===== config.mk =====
export PLATFORM = sky130hd
export DESIGN_NAME = sync_reg_rx
export DESIGN_NICKNAME = d
export VERILOG_FILES = /design/src/rtl/sync_reg_rx.sv
export SDC_FILE = /design/constraint.sdc
export NUM_CORES = 1
export LEC_CHECK = 0
export CORE_ASPECT_RATIO = 2
export CORE_MARGIN = 2
export CORE_UTILIZATION = 54
export CTS_CLUSTER_DIAMETER = 100
export CTS_CLUSTER_SIZE = 10
export DETAILED_ROUTE_END_ITERATION = 12
export HOLD_SLACK_MARGIN = 0.1
export PLACE_DENSITY_LB_ADDON = 0.1
export SLEW_MARGIN = 20
export SYNTH_ARGS = -nofsm -noshare
export SYNTH_HDL_FRONTEND = slang
export SYNTH_SLANG_ARGS = --single-unit

===== constraint.sdc =====
create_clock -name clk -period 5 [get_ports clk]
set_input_delay 0.75 -clock clk [delete_from_list [all_inputs] [get_ports clk]]
set_output_delay 0.75 -clock clk [all_outputs]
set_load 0.02 [all_outputs]

===== src/rtl/sync_reg_rx.sv =====
// sync_reg_rx: receive endpoint for NCH asynchronous req/data channels; synchronises each request,
// captures its data, returns an ack level and serialises words onto a round-robin valid/ready port.
module sync_reg_rx #(
  parameter int NCH = 4,
  parameter int WIDTH = 32,
  parameter int SYNC_STAGES = 2,
  parameter int MODE = 0,
  localparam int CW = (NCH > 1) ? $clog2(NCH) : 1
) (
  input  logic                 clk,
  input  logic                 rst_n,
  input  logic [NCH-1:0]       req_in,
  input  logic [NCH*WIDTH-1:0] data_in,
  output logic [NCH-1:0]       ack_out,
  output logic                 out_valid,
  input  logic                 out_ready,
  output logic [CW-1:0]        out_chan,
  output logic [WIDTH-1:0]     out_data,
  output logic [NCH-1:0]       overrun,
  input  logic                 clr_overrun
);
  localparam int IW = $clog2(SYNC_STAGES + 2);
  localparam logic [IW-1:0] INIT_END = IW'(SYNC_STAGES);
  localparam logic [IW-1:0] INIT_DONE = IW'(SYNC_STAGES + 1);

  logic [NCH-1:0]   sync_q [SYNC_STAGES];
  logic [NCH-1:0]   sync_d [SYNC_STAGES];
  logic [NCH-1:0]   prev_q, prev_d, event_q, event_d, pending_q, pending_d;
  logic [NCH-1:0]   ack_q, ack_d, overrun_q, overrun_d;
  logic [WIDTH-1:0] holding_q [NCH];
  logic [WIDTH-1:0] holding_d [NCH];
  logic             out_valid_q, out_valid_d;
  logic [CW-1:0]    out_chan_q, out_chan_d, last_grant_q, last_grant_d;
  logic [WIDTH-1:0] out_data_q, out_data_d;
  logic [IW-1:0]    init_q, init_d;
  logic [NCH-1:0]   sync_last, capture, gnt_oh;
  logic [CW-1:0]    gnt;
  logic             gnt_vld, load, in_init;
  int               idx;

  assign sync_last = sync_q[SYNC_STAGES-1];

  // round-robin search starting just after the last granted channel
  always_comb begin
    gnt_vld = 1'b0;
    gnt = last_grant_q;
    idx = 0;
    for (int k = 1; k <= NCH; k++) begin
      idx = int'(last_grant_q) + k;
      if (idx >= NCH) idx = idx - NCH;
      if (!gnt_vld && pending_q[idx[CW-1:0]]) begin
        gnt_vld = 1'b1;
        gnt = idx[CW-1:0];
      end
    end
  end

  always_comb begin
    sync_d[0] = req_in;
    for (int s = 1; s < SYNC_STAGES; s++) sync_d[s] = sync_q[s-1];
    in_init = init_q != INIT_DONE;
    init_d = in_init ? init_q + 1'b1 : init_q;
    prev_d = sync_last;
    event_d = in_init ? '0 : ((MODE == 1) ? (sync_last ^ prev_q) : (sync_last & ~prev_q));
    capture = event_q & ~pending_q;
    load = ~out_valid_q | out_ready;
    gnt_oh = (gnt_vld && load) ? (NCH'(1) << gnt) : '0;
    pending_d = (pending_q | capture) & ~gnt_oh;
    overrun_d = (clr_overrun ? '0 : overrun_q) | (event_q & pending_q);
    for (int i = 0; i < NCH; i++) holding_d[i] = capture[i] ? data_in[i*WIDTH +: WIDTH] : holding_q[i];
    out_valid_d = load ? gnt_vld : out_valid_q;
    out_chan_d = (gnt_vld && load) ? gnt : out_chan_q;
    out_data_d = (gnt_vld && load) ? holding_q[gnt] : out_data_q;
    last_grant_d = (gnt_vld && load) ? gnt : last_grant_q;
    // toggle mode adopts the sender's leftover level at the end of the init window
    ack_d = (MODE == 1) ? ((init_q == INIT_END) ? sync_last : ((ack_q & ~gnt_oh) | (sync_last & gnt_oh)))
                        : ((ack_q & sync_last) | gnt_oh);
  end

  always_ff @(posedge clk or negedge rst_n) begin
    if (!rst_n) begin
      sync_q <= '{default: '0};
      prev_q <= '0;
      event_q <= '0;
      pending_q <= '0;
      holding_q <= '{default: '0};
      ack_q <= '0;
      overrun_q <= '0;
      out_valid_q <= 1'b0;
      out_chan_q <= '0;
      out_data_q <= '0;
      last_grant_q <= CW'(NCH - 1);
      init_q <= '0;
    end else begin
      sync_q <= sync_d;
      prev_q <= prev_d;
      event_q <= event_d;
      pending_q <= pending_d;
      holding_q <= holding_d;
      ack_q <= ack_d;
      overrun_q <= overrun_d;
      out_valid_q <= out_valid_d;
      out_chan_q <= out_chan_d;
      out_data_q <= out_data_d;
      last_grant_q <= last_grant_d;
      init_q <= init_d;
    end
  end

  assign ack_out = ack_q;
  assign out_valid = out_valid_q;
  assign out_chan = out_chan_q;
  assign out_data = out_data_q;
  assign overrun = overrun_q;
endmodule


Word level (Yosys, flattened, before mapping)

Index checks and enable logic that the tools add are counted.
Widths: inputs -> output; s select.

Register bits: 195
Bits of input ports: 136
Output and inout bits: 43
Word-level logic and storage cells: 83

Add/subtract/negate cells: 9
Magnitude comparators: 9
Eq/ne operators: 1
Shifts and indexed selects: 1
Muxes and demuxes: 26
Bitwise operators: 14
Reduce and logical (&&, ||, !) cells: 7

Operators with widths:

| operator            | number |
|---|---|
| $bmux 32 s2         | 1 |
| $mux 32             | 2 |
| $and 4x4->4         | 5 |
| $mux 2              | 8 |
| $ge 3x3->1 const B  | 4 |
| $lt 2x3->1 const B  | 4 |
| $mux 4              | 3 |
| $not 4->4           | 3 |
| $or 4x4->4          | 3 |
| $bmux 1 s2          | 4 |
| $mux 1              | 8 |
| $sub 2x1->2 const B | 4 |
| $add 2x2->3 const B | 2 |
| $add 2x3->4 const B | 1 |
| $ge 4x3->1 const B  | 1 |
| $logic_and 1x1->1   | 4 |
| $shl 1x2->4 const A | 1 |
| $add 2x1->3 const B | 1 |
| $logic_not 1->1     | 3 |
| $not 2->3           | 1 |
| $add 2x1->2 const B | 1 |
| $ne 2x2->1 const B  | 1 |
| $not 1->1           | 1 |
| $or 1x1->1          | 1 |

Logic depth before layout (Yosys ltp)

Gate-level depths: netlist of the first run.

Depth after elaboration: 19
Mapped depth: 7
Mapped depth without buffers: 5

Worst setup path before layout of the first run

Ideal clock, no wire load.

Path kind: reg-to-reg
Start: reg last_grant_q[0]
End: reg out_data_q[27], in the netlist out_data[27]
Arrival time: 1.585 ns
Data required time: 4.868 ns
Setup slack: 3.283 ns
Stages on the path, launching flop included: 8
Buffers on the path: 2
Period minus slack after synthesis: 1.717 ns
Cell sequence: dfstp_2 nand2b_1 o21ai_1 a211oi_2 buf_6 buf_6 mux2i_1 o221ai_2

Cells in the longest elaborated chain, start to end: 19
Elaborated cells between the ends (all ways): 43
Classes of those cells: add/sub: 8; order compare: 4; mux: 23; bitwise: 1; reduce/logical: 7

Ends and longest elaborated chain:

| item                                       | line | source |
|---|---|---|
| from (decl)                                | 33   | `logic [CW-1:0] out_chan_q, out_chan_d, last_grant_q, last_grant_d;` |
| from (signal assigned)                     | 92   | `last_grant_q <= CW'(NCH - 1);` |
| from (signal assigned)                     | 105  | `last_grant_q <= last_grant_d;` |
| $add 2x1->3                                | 49   | `idx = int'(last_grant_q) + k;` |
| $ge 3x3->1 or $sub 2x1->2 (tied branches)  | 50   | `if (idx >= NCH) idx = idx - NCH;` |
| $mux 2                                     | 50   |  |
| $bmux 1 s2                                 | 51   | `if (!gnt_vld && pending_q[idx[CW-1:0]]) begin` |
| $mux 1 (implied by the code)               | 51   |  |
| $mux 1                                     | 51   |  |
| $logic_not 1->1                            | 51   |  |
| $logic_and 1x1->1                          | 51   |  |
| [... 2 more ...]                           | -    |  |
| $logic_and 1x1->1                          | 51   |  |
| $mux 1                                     | 51   |  |
| $logic_not 1->1                            | 51   |  |
| $logic_and 1x1->1                          | 51   |  |
| $mux 2                                     | 51   |  |
| $not 2->3 (implied by the code)            | 73   | `out_data_d = (gnt_vld && load) ? holding_q[gnt] : out_data_q;` |
| $bmux 32 s2                                | 73   |  |
| $mux 32 (implied by the code) (2 in a row) | 73   |  |
| to (signal assigned)                       | 104  | `out_data_q <= out_data_d;` |
| to (decl)                                  | 34   | `logic [WIDTH-1:0] out_data_q, out_data_d;` |

Several ways; a longest one is shown, not always the timed one. The select of a mux whose other input is x is not followed.
A chain may end at the register's enable or synchronous reset.

Final worst setup path of the first run

Start: reg last_grant_q[0]
End: reg out_data_q[20], in the netlist out_data[20]

Same word-level chain as after synthesis.

==> results of run 1 <==
[worst min-delay path by stage]
stage	to	depth (start not counted)	slack, ns
floorplan	prev_d[0]	0	0.33
global placement	prev_d[0]	0	0.33
detailed placement	prev_d[0]	0	0.34
CTS	prev_d[0]	0	0.36
global route	prev_d[1]	0	0.37
finish	prev_d[3]	0	0.35
[per-stage QoR]
| stage | std cells | utilization |
|---|---|---|
| after floorplan | 551 | - |
| after global placement | 893 | 0.6697 |
| after detailed placement | 894 | 0.6716 |
| after CTS | 926 | 0.7118 |
| after global routing | 927 | 0.7137 |
| final | 927 | 0.7137 |
[cells in the mapped netlist (all sizes together), types with 2 or more instances]
cell type  count
dfrtp        193
mux2         129
buf           31
nor2           4
o221ai        32
mux2i         64
a21oi          4
and3b          2
o22a           4
clkbuf         4
inv            6
nand2b         4
o21ai         10
dfstp          2
nand2         49
nor2b          3
[critical path: cells and delay by family (launching register included)]
family / cells / cell delay, ns
and+or+nand+nor: 1 / 0.13
DFF: 1 / 0.55
muxes: 1 / 0.30
AOI/OAI and AO/OA: 3 / 1.08
buffers and inverters: 1 / 0.42
[routing by layer]
metal	GRT usage	share of wire	up-vias
li1	-	-	2309
met1	0.2873	0.37	2670
met2	0.4527	0.56	165
met3	0.04472	0.035	40
met4	0.1167	0.035	0
met5	0	0	-
[layout make-up]
type	count	area [µm²]
repair buffers	184	1883
flip-flops and latches	195	4882
clock buffers	17	425.4
multi-input cells	315	2895
inverters	6	22.52
clock inverters	15	167.7
fillers	1073	4220
well taps	195	244.0
[power by group]
part | switching (mW) | total, mW | internal [mW] | leakage [nW]
registers | 0.427 | 2.73 | 2.30 | 2.33
logic | 1.29 | 2.71 | 1.42 | 1.92
clock network | 0.612 | 1.36 | 0.750 | 0.280
total | 2.33 | 6.81 | 4.47 | 4.53
[cells by family after synthesis]
| group | after synthesis |
|---|---|
| flip-flops | 195 |
| buffers and inverters | 41 |
| adder cells (fa/ha/maj) | 1 |
| AND/OR/NAND/NOR | 65 |
| XOR/XNOR | 1 |
| AO/OA/AOI/OAI | 55 |
| multiplexers | 193 |
==> impl_metrics.py, run 1 <==
metrics = {
    "outcome": {
        "status": "complete, no violations",
    },
    "routing": {
        "drt-total-wl_um": 19040,
        "routed_via_density": 5.592,
        "drtIter0Drc": 224,
        "drt.antenna.violating_nets": 0,
        "avgRoutedWirePerCell_um": 20.54,
        "first_pass_iters": 4,
        "drc": 0,
        "via_count": 5184,
    },
    "die": {
        "die-area_um2": 15980,
        "coreArea_um2": 14740,
        "start_util": 0.5470,
        "fp.dieW_um": 90.41,
        "io_pins": 179,
        "die_h_um": 176.8,
        "rows": 63,
    },
    "finish": {
        "fin_area_um2": 10520,
        "drive_gt1_frac": 0.2377,
        "largest_reg_flops": 128,
        "layout_common_cells": "dfrtp_1, clkdlybuf4s50_1, mux2_2, mux2i_1, nand2_1",
        "regMostFlops": "holding_q",
        "insertedDiodeCount": 0,
        "area_growth_pct": 30.48,
        "final_common_cell": "dfrtp_1",
        "fin_nets": 856,
    },
    "logic_synthesis": {
        "synth.top_cells.by_area": "dfrtp_1, mux2_2, mux2i_1",
        "synth_top_family_by_area": "multiplexers",
        "syn_nets": 688,
        "ys.flop_type": "dfrtp_1",
        "synth_largest_area_cell": "dfrtp_1",
        "synth_top_area_frac": 0.5990,
        "synthArstFlopShare": 1.000,
        "synth_seq_cells": 195,
        "synth_xor_area_frac": 0.001086,
        "synth_edf_count": 0,
        "synth-compound-area-share": 0.05742,
        "synth.area.mux_share": 0.2596,
        "syn-cell-area_um2": 8063,
        "synthCells": 551,
        "ys_types": 36,
        "avgSynthCellArea_um2": 14.63,
        "synth_simple_gate_area_frac": 0.03569,
        "synth_fa_ha_area_frac": 0.001552,
        "ys_warn_count": 0,
        "ys_seq_area_frac": 0.6055,
    },
    "clock_tree": {
        "numClockSinks": 195,
        "path_clk_slew_ns": 0.07,
        "cts_tree": "yes",
        "postCtsSetupRepairBufs": 0,
        "holdBufCountCts": 0,
        "cts-root-buf": "clkbuf_16",
        "clockBufferDepth": 2,
        "cts_buffers": 17,
        "cts.htree.levels": 4,
        "insertion_delay_ns": 0.43,
        "cts-resized-gates": 0,
    },
    "setup_path": {
        "r2r-end": "out_data[20]",
        "endpoint": "out_data[20]",
        "critPathArrivalTime_ns": 2.99,
        "end_kind": "flip-flop",
        "critPathRequiredTime_ns": 5.25,
        "rr_worst_depth": 6,
        "crit_start": "last_grant_q[0]",
        "critPathLaunchType": "flip-flop",
        "path_max_fanout": 58,
        "reg2reg_slack_ns": 2.26,
        "cpPeakStageDelay_ns": 0.79,
        "timing.rr.start": "last_grant_q[0]",
        "worstSetupPathType": "reg -> reg",
        "cp_slowest_cell": "a211oi_4",
        "path_cells": "nand2b_1, o21ai_1, a211oi_4, buf_12, mux2i_1, o221ai_1",
    },
    "global_route": {
        "grt_usage": 0.2506,
        "antenna_found_initial": 0,
        "grt_pass1_vias": 5746,
        "grt_overflow_total": 0,
        "grt_max_degree": 106,
        "grt_first_pass_wirelength_um": 30570,
    },
    "timing": {
        "finClkSkew_ns": 0.01159,
        "slew_headroom": 0.2470,
        "rsz0062_at_grt": "false",
        "finalCritPeriodShare": 0.5483,
        "final_hold_viol_count": 0,
        "worstMarginPinSlew_ns": 1.127,
        "fmax_ghz": 0.3648,
        "fin_setup_tns_ns": 0,
        "holdWs_ns": 0.3537,
        "setup_slack_ns": 2.259,
        "finalSetupViolCount": 0,
        "finalMaxSlewViolations": 0,
        "period_minus_slack_ns": 2.741,
    },
    "min_path": {
        "hp-start": "sync_d[3]",
        "hp-class": "reg -> reg",
    },
    "power": {
        "p_per_area_nw_per_um2": 646.9,
        "p_leak_nw": 4.529,
        "total_power_mw": 6.806,
        "vdd_drop_max_mv": 0.3901,
    },
    "placement": {
        "dpl.hpwl_um": 12950,
        "port_buffers": 178,
        "placed_area_um2": 9899,
        "routabilityCongestion": 0.7954,
        "dp_slack_ns": 2.275,
    },
    "job": {
        "cap_violations": 0,
    },
}
No activity file was read; power rests on OpenSTA's default activity.
==> inputs of run 2 (changes only) <==
--- a/config.mk
+++ b/config.mk
@@ -7,7 +7,7 @@
 export LEC_CHECK = 0
 export CORE_ASPECT_RATIO = 2
 export CORE_MARGIN = 2
-export CORE_UTILIZATION = 54
+export CORE_UTILIZATION = 51
 export CTS_CLUSTER_DIAMETER = 100
 export CTS_CLUSTER_SIZE = 10
 export DETAILED_ROUTE_END_ITERATION = 12
==> constraint.sdc (replaced) <==
create_clock -name clk -period 2.8 [get_ports clk]
set_input_delay 0.42 -clock clk [delete_from_list [all_inputs] [get_ports clk]]
set_output_delay 0.42 -clock clk [all_outputs]
set_load 0.02 [all_outputs]
==> run 2 against run 1 <==
Compared with the run above: clock skew shrank 0.0014 ns; largest cell class unchanged; global-route usage shrank 3.0 points; non-clock buffer count grew 14; critical path depth is the same; sequential power grew 77%; clock power grew 88%; sequential share of layout area shrank 0.73 points; count of clock-buffer cells in the layout grew 2; die area grew 5.7%; cell count grew 2.2%; via count shrank 0.83%; worst setup slack lost 1.7 ns.
==> impl_metrics.py, run 2 (synthesis results as in run 1) <==
metrics = {
    "outcome": {
        "status": "complete, no violations",
    },
    "power": {
        "p_leak_nw": 4.621,
        "vdd_drop_max_mv": 0.6210,
        "p_per_area_nw_per_um2": 1154,
        "total_power_mw": 12.34,
        "sequentialPowerShare": 0.392,
        "cellInternalPower_mw": 8.240,
        "p_switching_mw": 4.098,
        "p_comb_frac": 0.401,
        "clkPwrFrac": 0.207,
        "switching_share": 0.3322,
    },
    "clock_tree": {
        "path_clk_slew_ns": 0.07,
        "cts_tree": "yes",
        "insertion_delay_ns": 0.43,
        "clockBufferDepth": 2,
        "cts-resized-gates": 0,
        "cts_buffers": 17,
        "numClockSinks": 195,
        "cts.htree.levels": 4,
        "cts-root-buf": "clkbuf_16",
    },
    "routing": {
        "routed_via_density": 5.429,
        "drc": 0,
        "drtIter0Drc": 152,
        "drt-total-wl_um": 17900,
        "avgRoutedWirePerCell_um": 18.91,
        "via_count": 5141,
        "drt.antenna.violating_nets": 0,
        "first_pass_iters": 4,
    },
    "timing": {
        "setup_slack_ns": 0.5584,
        "finalMaxSlewViolations": 0,
        "rsz0062_at_grt": "false",
        "finalCritPeriodShare": 0.8006,
        "worstMarginPinSlew_ns": 0.6669,
        "finalSetupViolCount": 0,
        "period_minus_slack_ns": 2.242,
        "slew_headroom": 0.5554,
        "fmax_ghz": 0.4461,
        "fin_setup_tns_ns": 0,
        "finClkSkew_ns": 0.01023,
        "final_hold_viol_count": 0,
    },
    "global_route": {
        "grt_overflow_total": 0,
        "gr-max-usage-layer": "met2",
        "met3_usage": 0.05477,
        "grt_usage": 0.2202,
        "grt_pass1_vias": 5409,
        "antenna_found_initial": 0,
        "use_met2": 0.3586,
        "grt_max_degree": 78,
        "grt_first_pass_wirelength_um": 28430,
        "grt_use_met1": 0.2867,
    },
    "placement": {
        "dpl.hpwl_um": 12130,
        "placed_area_um2": 10050,
        "routabilityCongestion": 0.7793,
        "dp_slack_ns": 0.5808,
        "port_buffers": 178,
    },
    "finish": {
        "area_growth_pct": 32.57,
        "fin_area_um2": 10690,
        "final_common_cell": "dfrtp_1",
        "regMostFlops": "holding_q",
        "insertedDiodeCount": 0,
        "layout_common_cells": "dfrtp_1, clkdlybuf4s50_1, mux2_2, mux2i_1, nand2_1",
        "largest_reg_flops": 128,
        "fin_nets": 870,
        "final_core_util": 0.6845,
        "drive_gt1_frac": 0.2507,
    },
    "min_path": {
        "hp-class": "reg -> reg",
    },
    "die": {
        "start_util": 0.5163,
        "die_h_um": 181.8,
        "die-area_um2": 16890,
        "coreArea_um2": 15620,
        "io_pins": 179,
        "fp.dieW_um": 92.91,
        "rows": 65,
    },
    "setup_path": {
        "worstSetupPathType": "reg -> reg",
        "critPathRequiredTime_ns": 3.09,
        "path_max_fanout": 14,
        "critPathArrivalTime_ns": 2.53,
        "end_kind": "flip-flop",
        "critPathLaunchType": "flip-flop",
    },
    "job": {
        "cap_violations": 0,
    },
}
## run 2: cell types whose count changed in the layout (fill, tap and decap cells not counted), sizes merged
cell	change
dlygate4sd3	+1
inv	-2
buf	+13
clkbuf	+2
bufinv	+1
clkinv	-1
## run 2: worst paths after layout
| path | depth (start not counted) | end | slack (ns) | from |
|---|---|---|---|---|
| min in group asynchronous | 2 | sync_d[0] | 0.55 | rst_n |
| max in group asynchronous | 3 | holding_q[81] | 1.43 | rst_n |
| worst min register to register | 0 | prev_d[1] | 0.35 | sync_d[1] |
| worst min-delay path | 0 | prev_d[1] | 0.35 | sync_d[1] |
| worst max-delay path | 6 | out_data[26] | 0.56 | last_grant_q[0] |
| worst max register to register | 6 | out_data[26] | 0.56 | last_grant_q[0] |
## run 2: repair_timing
| action | 4_1_cts | 5_1_grt |
|---|---|---|
| endpoints found under the hold margin | 72 | 0 |
| hold buffers | 1 | 0 |
| setup buffers | 0 | 0 |
## run 2: power groups by stage
stage | sequential, mW | clock, mW | combinational (mW)
2_1_floorplan | 4.99 | 0 | 3.44
3_3_place_gp | 4.85 | 0 | 4.86
3_5_place_dp | 4.89 | 0 | 4.99
4_1_cts | 4.85 | 2.61 | 5.01
5_1_grt | 5.00 | 2.73 | 5.34
6_report | 4.83 | 2.56 | 4.95
## run 2: critical path, cell delays in order (launching register included)
cell and delay (ns):
dfstp_2 0.55, nand2b_1 0.13, o21ai_1 0.12, a211oi_4 0.51, buf_4 0.34, mux2i_1 0.30
o221ai_1 0.16
## run 2: layout make-up
| class | count | area, µm² |
|---|---|---|
| Clock buffer | 19 | 452.9 |
| Tap cell | 201 | 251.5 |
| Fill cell | 1186 | 4926 |
| Multi-Input combinational cell | 315 | 2895 |
| Inverter | 6 | 22.52 |
| Timing Repair Buffer | 198 | 2013 |
| Clock inverter | 13 | 171.4 |
| Sequential cell | 195 | 4882 |
## run 2: layer usage
layer | vias up | wire length, µm
met3 | 25 | 1086
met4 | 0 | 291
met2 | 165 | 8997
met1 | 2600 | 7529
li1 | 2351 | -
met5 | - | 0
## run 2: through the flow
stage,cells,hold WS [ns]
floorplan,551,0.1244
global placement,914,0.3345
detailed placement,914,0.3365
CTS,947,0.3579
global route,947,0.3599
finish,947,0.3532
==> inputs of run 3 (changes only) <==
--- a/config.mk
+++ b/config.mk
@@ -7,7 +7,7 @@
 export LEC_CHECK = 0
 export CORE_ASPECT_RATIO = 2
 export CORE_MARGIN = 2
-export CORE_UTILIZATION = 51
+export CORE_UTILIZATION = 46
 export CTS_CLUSTER_DIAMETER = 100
 export CTS_CLUSTER_SIZE = 10
 export DETAILED_ROUTE_END_ITERATION = 12
==> constraint.sdc (replaced) <==
create_clock -name clk -period 1.9 [get_ports clk]
set_input_delay 0.285 -clock clk [delete_from_list [all_inputs] [get_ports clk]]
set_output_delay 0.285 -clock clk [all_outputs]
set_load 0.02 [all_outputs]
==> run 3 against run 2 <==
Compared with the run above: clock power rose by 37%; register-to-register slack got worse by 0.53 ns; core utilization fell by 4.4 points; sequential share of layout area fell by 1.3 points; critical path type unchanged; critical endpoint is now out_data[30]; highest routed layer unchanged.
==> impl_metrics.py, run 3 (synthesis results as in run 1) <==
metrics = {
    "global_route": {
        "grt_first_pass_wirelength_um": 32140,
        "grt_usage": 0.2282,
        "antenna_found_initial": 0,
        "grt_pass1_vias": 6035,
        "grt_overflow_total": 0,
        "grt_max_degree": 55,
    },
    "min_path": {
        "hp-start": "req_in[3]",
        "hp-class": "in -> reg",
        "hold_path_depth": 1,
        "holdPathEnd": "sync_d[3]",
    },
    "setup_path": {
        "path_max_fanout": 6,
        "critPathLaunchType": "flip-flop",
        "critPathArrivalTime_ns": 2.18,
        "timing.rr.start": "last_grant_q[0]",
        "r2r-end": "out_data[30]",
        "critPathRequiredTime_ns": 2.21,
        "end_kind": "flip-flop",
        "rr_worst_depth": 7,
        "reg2reg_slack_ns": 0.03,
        "worstSetupPathType": "reg -> reg",
    },
    "clock_tree": {
        "cts_buffers": 17,
        "cts.htree.levels": 4,
        "path_clk_slew_ns": 0.07,
        "cts_tree": "yes",
        "numClockSinks": 195,
        "clockBufferDepth": 2,
        "insertion_delay_ns": 0.43,
        "cts-root-buf": "clkbuf_16",
    },
    "routing": {
        "first_pass_iters": 4,
        "via_count": 5353,
        "routed_via_density": 5.479,
        "drt-total-wl_um": 20770,
        "drt.antenna.violating_nets": 0,
        "drc": 0,
        "drtIter0Drc": 211,
        "avgRoutedWirePerCell_um": 21.25,
    },
    "finish": {
        "area_growth_pct": 36.53,
        "fin_nets": 892,
        "final_cells": 977,
        "fill_cells": 1342,
        "drive_gt1_frac": 0.2907,
        "regMostFlops": "holding_q",
        "insertedDiodeCount": 0,
        "layout_common_cells": "dfrtp_1, clkdlybuf4s50_1, mux2_2, mux2i_1, nand2_1",
        "final_common_cell": "dfrtp_1",
        "largest_reg_flops": 128,
    },
    "placement": {
        "routabilityCongestion": 0.7923,
        "port_buffers": 178,
        "dpl.hpwl_um": 14840,
        "dp_slack_ns": -0.1114,
        "dp_cells": 939,
    },
    "power": {
        "cellInternalPower_mw": 12.89,
        "p_per_area_nw_per_um2": 1762,
        "total_power_mw": 19.40,
        "switching_share": 0.3357,
        "p_leak_nw": 4.728,
        "p_switching_mw": 6.513,
        "clkPwrFrac": 0.181,
        "sequentialPowerShare": 0.372,
        "vdd_drop_max_mv": 0.8839,
        "p_comb_frac": 0.448,
    },
    "die": {
        "start_util": 0.4691,
        "die-area_um2": 18670,
        "io_pins": 179,
        "coreArea_um2": 17190,
        "die_h_um": 191.2,
        "rows": 68,
        "fp.dieW_um": 97.62,
    },
    "timing": {
        "fmax_ghz": 0.5341,
        "finalCritPeriodShare": 0.9855,
        "slew_headroom": 0.6883,
        "finalMaxSlewViolations": 0,
        "finalSetupViolCount": 0,
        "worstMarginPinSlew_ns": 0.4675,
        "final_hold_viol_count": 0,
        "finClkSkew_ns": 0.006095,
        "setup_slack_ns": 0.02760,
        "period_minus_slack_ns": 1.872,
        "rsz0062_at_grt": "true",
    },
    "job": {
        "cap_violations": 0,
    },
    "outcome": {
        "status": "complete, no violations",
    },
}
-- run 3: changes by cell type in the layout (fill, tap and decap cells not counted), moves of 3 or more --
cell     delta
mux2i_4     +3
mux2i_1    -11
inv_6       -3
buf_6       +7
buf_4      +11
mux2i_2     +8
-- run 3: worst max-delay path by stage --
stage,endpoint,startpoint,slack (ns),cells after the start
after floorplan,out_data[27],last_grant_q[0],0.18,7
after global placement,out_data[16],last_grant_q[0],-0.009,7
after detailed placement,out_data[6],last_grant_q[0],-0.11,7
after CTS,out_data[24],last_grant_q[0],0.005,7
after global routing,out_data[16],last_grant_q[0],-0.05,7
final,out_data[30],last_grant_q[0],0.03,7
-- run 3: routing by layer --
| metal | global-route usage | wire length [µm] |
|---|---|---|
| met1 | 0.2402 | 7444 |
| met3 | 0.04790 | 833 |
| met4 | 0.1031 | 735 |
| met2 | 0.4300 | 11750 |
| met5 | 0 | 0 |
-- run 3: power groups by stage --
stage / sequential (mW) / clock [mW] / combinational, mW
6_report: 7.21 / 3.51 / 8.68
5_1_grt: 7.44 / 3.77 / 9.25
4_1_cts: 7.17 / 3.57 / 8.35
3_5_place_dp: 7.21 / 0 / 7.91
3_3_place_gp: 7.14 / 0 / 7.61
2_1_floorplan: 7.35 / 0 / 5.07
-- run 3: what timing repair did --
action / CTS / global route
gates resized for setup: 10 / 18
buffers inserted: 3 / 1
pin swaps: 1 / 3
setup endpoints to repair: 29 / 36
hold endpoints to repair: 49 / 0
hold buffers: 1 / 0
cloned: 1 / 1
-- run 3: critical path, cell delays in order, from the launching register on --
cell and delay, ns:
dfstp_2 0.56, nand2b_4 0.13, a21oi_2 0.08, a211oi_4 0.26, buf_6 0.19, buf_6 0.17
mux2i_1 0.24, o221ai_2 0.12
-- run 3: area by class of cell --
class / count / area, µm² / area share
tap: 210 / 262.8 / 0.02387
clock inverter: 12 / 132.6 / 0.01205
timing repair buffer: 220 / 2267 / 0.2060
inverter: 6 / 22.52 / 0.002046
sequential: 195 / 4882 / 0.4435
clock buffer: 19 / 442.9 / 0.04024
multi-input combinational: 315 / 2998 / 0.2723
-- run 3: metrics by stage --
| step | utilization | hold WS (ns) | TNS, ns | instance area (µm²) |
|---|---|---|---|---|
| after floorplan | - | -0.01059 | 0 | 8063 |
| after global placement | 0.5941 | 0.2771 | -0.01214 | 10210 |
| after detailed placement | 0.5941 | 0.2889 | -1.320 | 10210 |
| after CTS | 0.6335 | 0.2803 | 0 | 10890 |
| after global routing | 0.6405 | 0.2744 | -0.7168 | 11010 |
| final | 0.6405 | 0.2947 | 0 | 11010 |
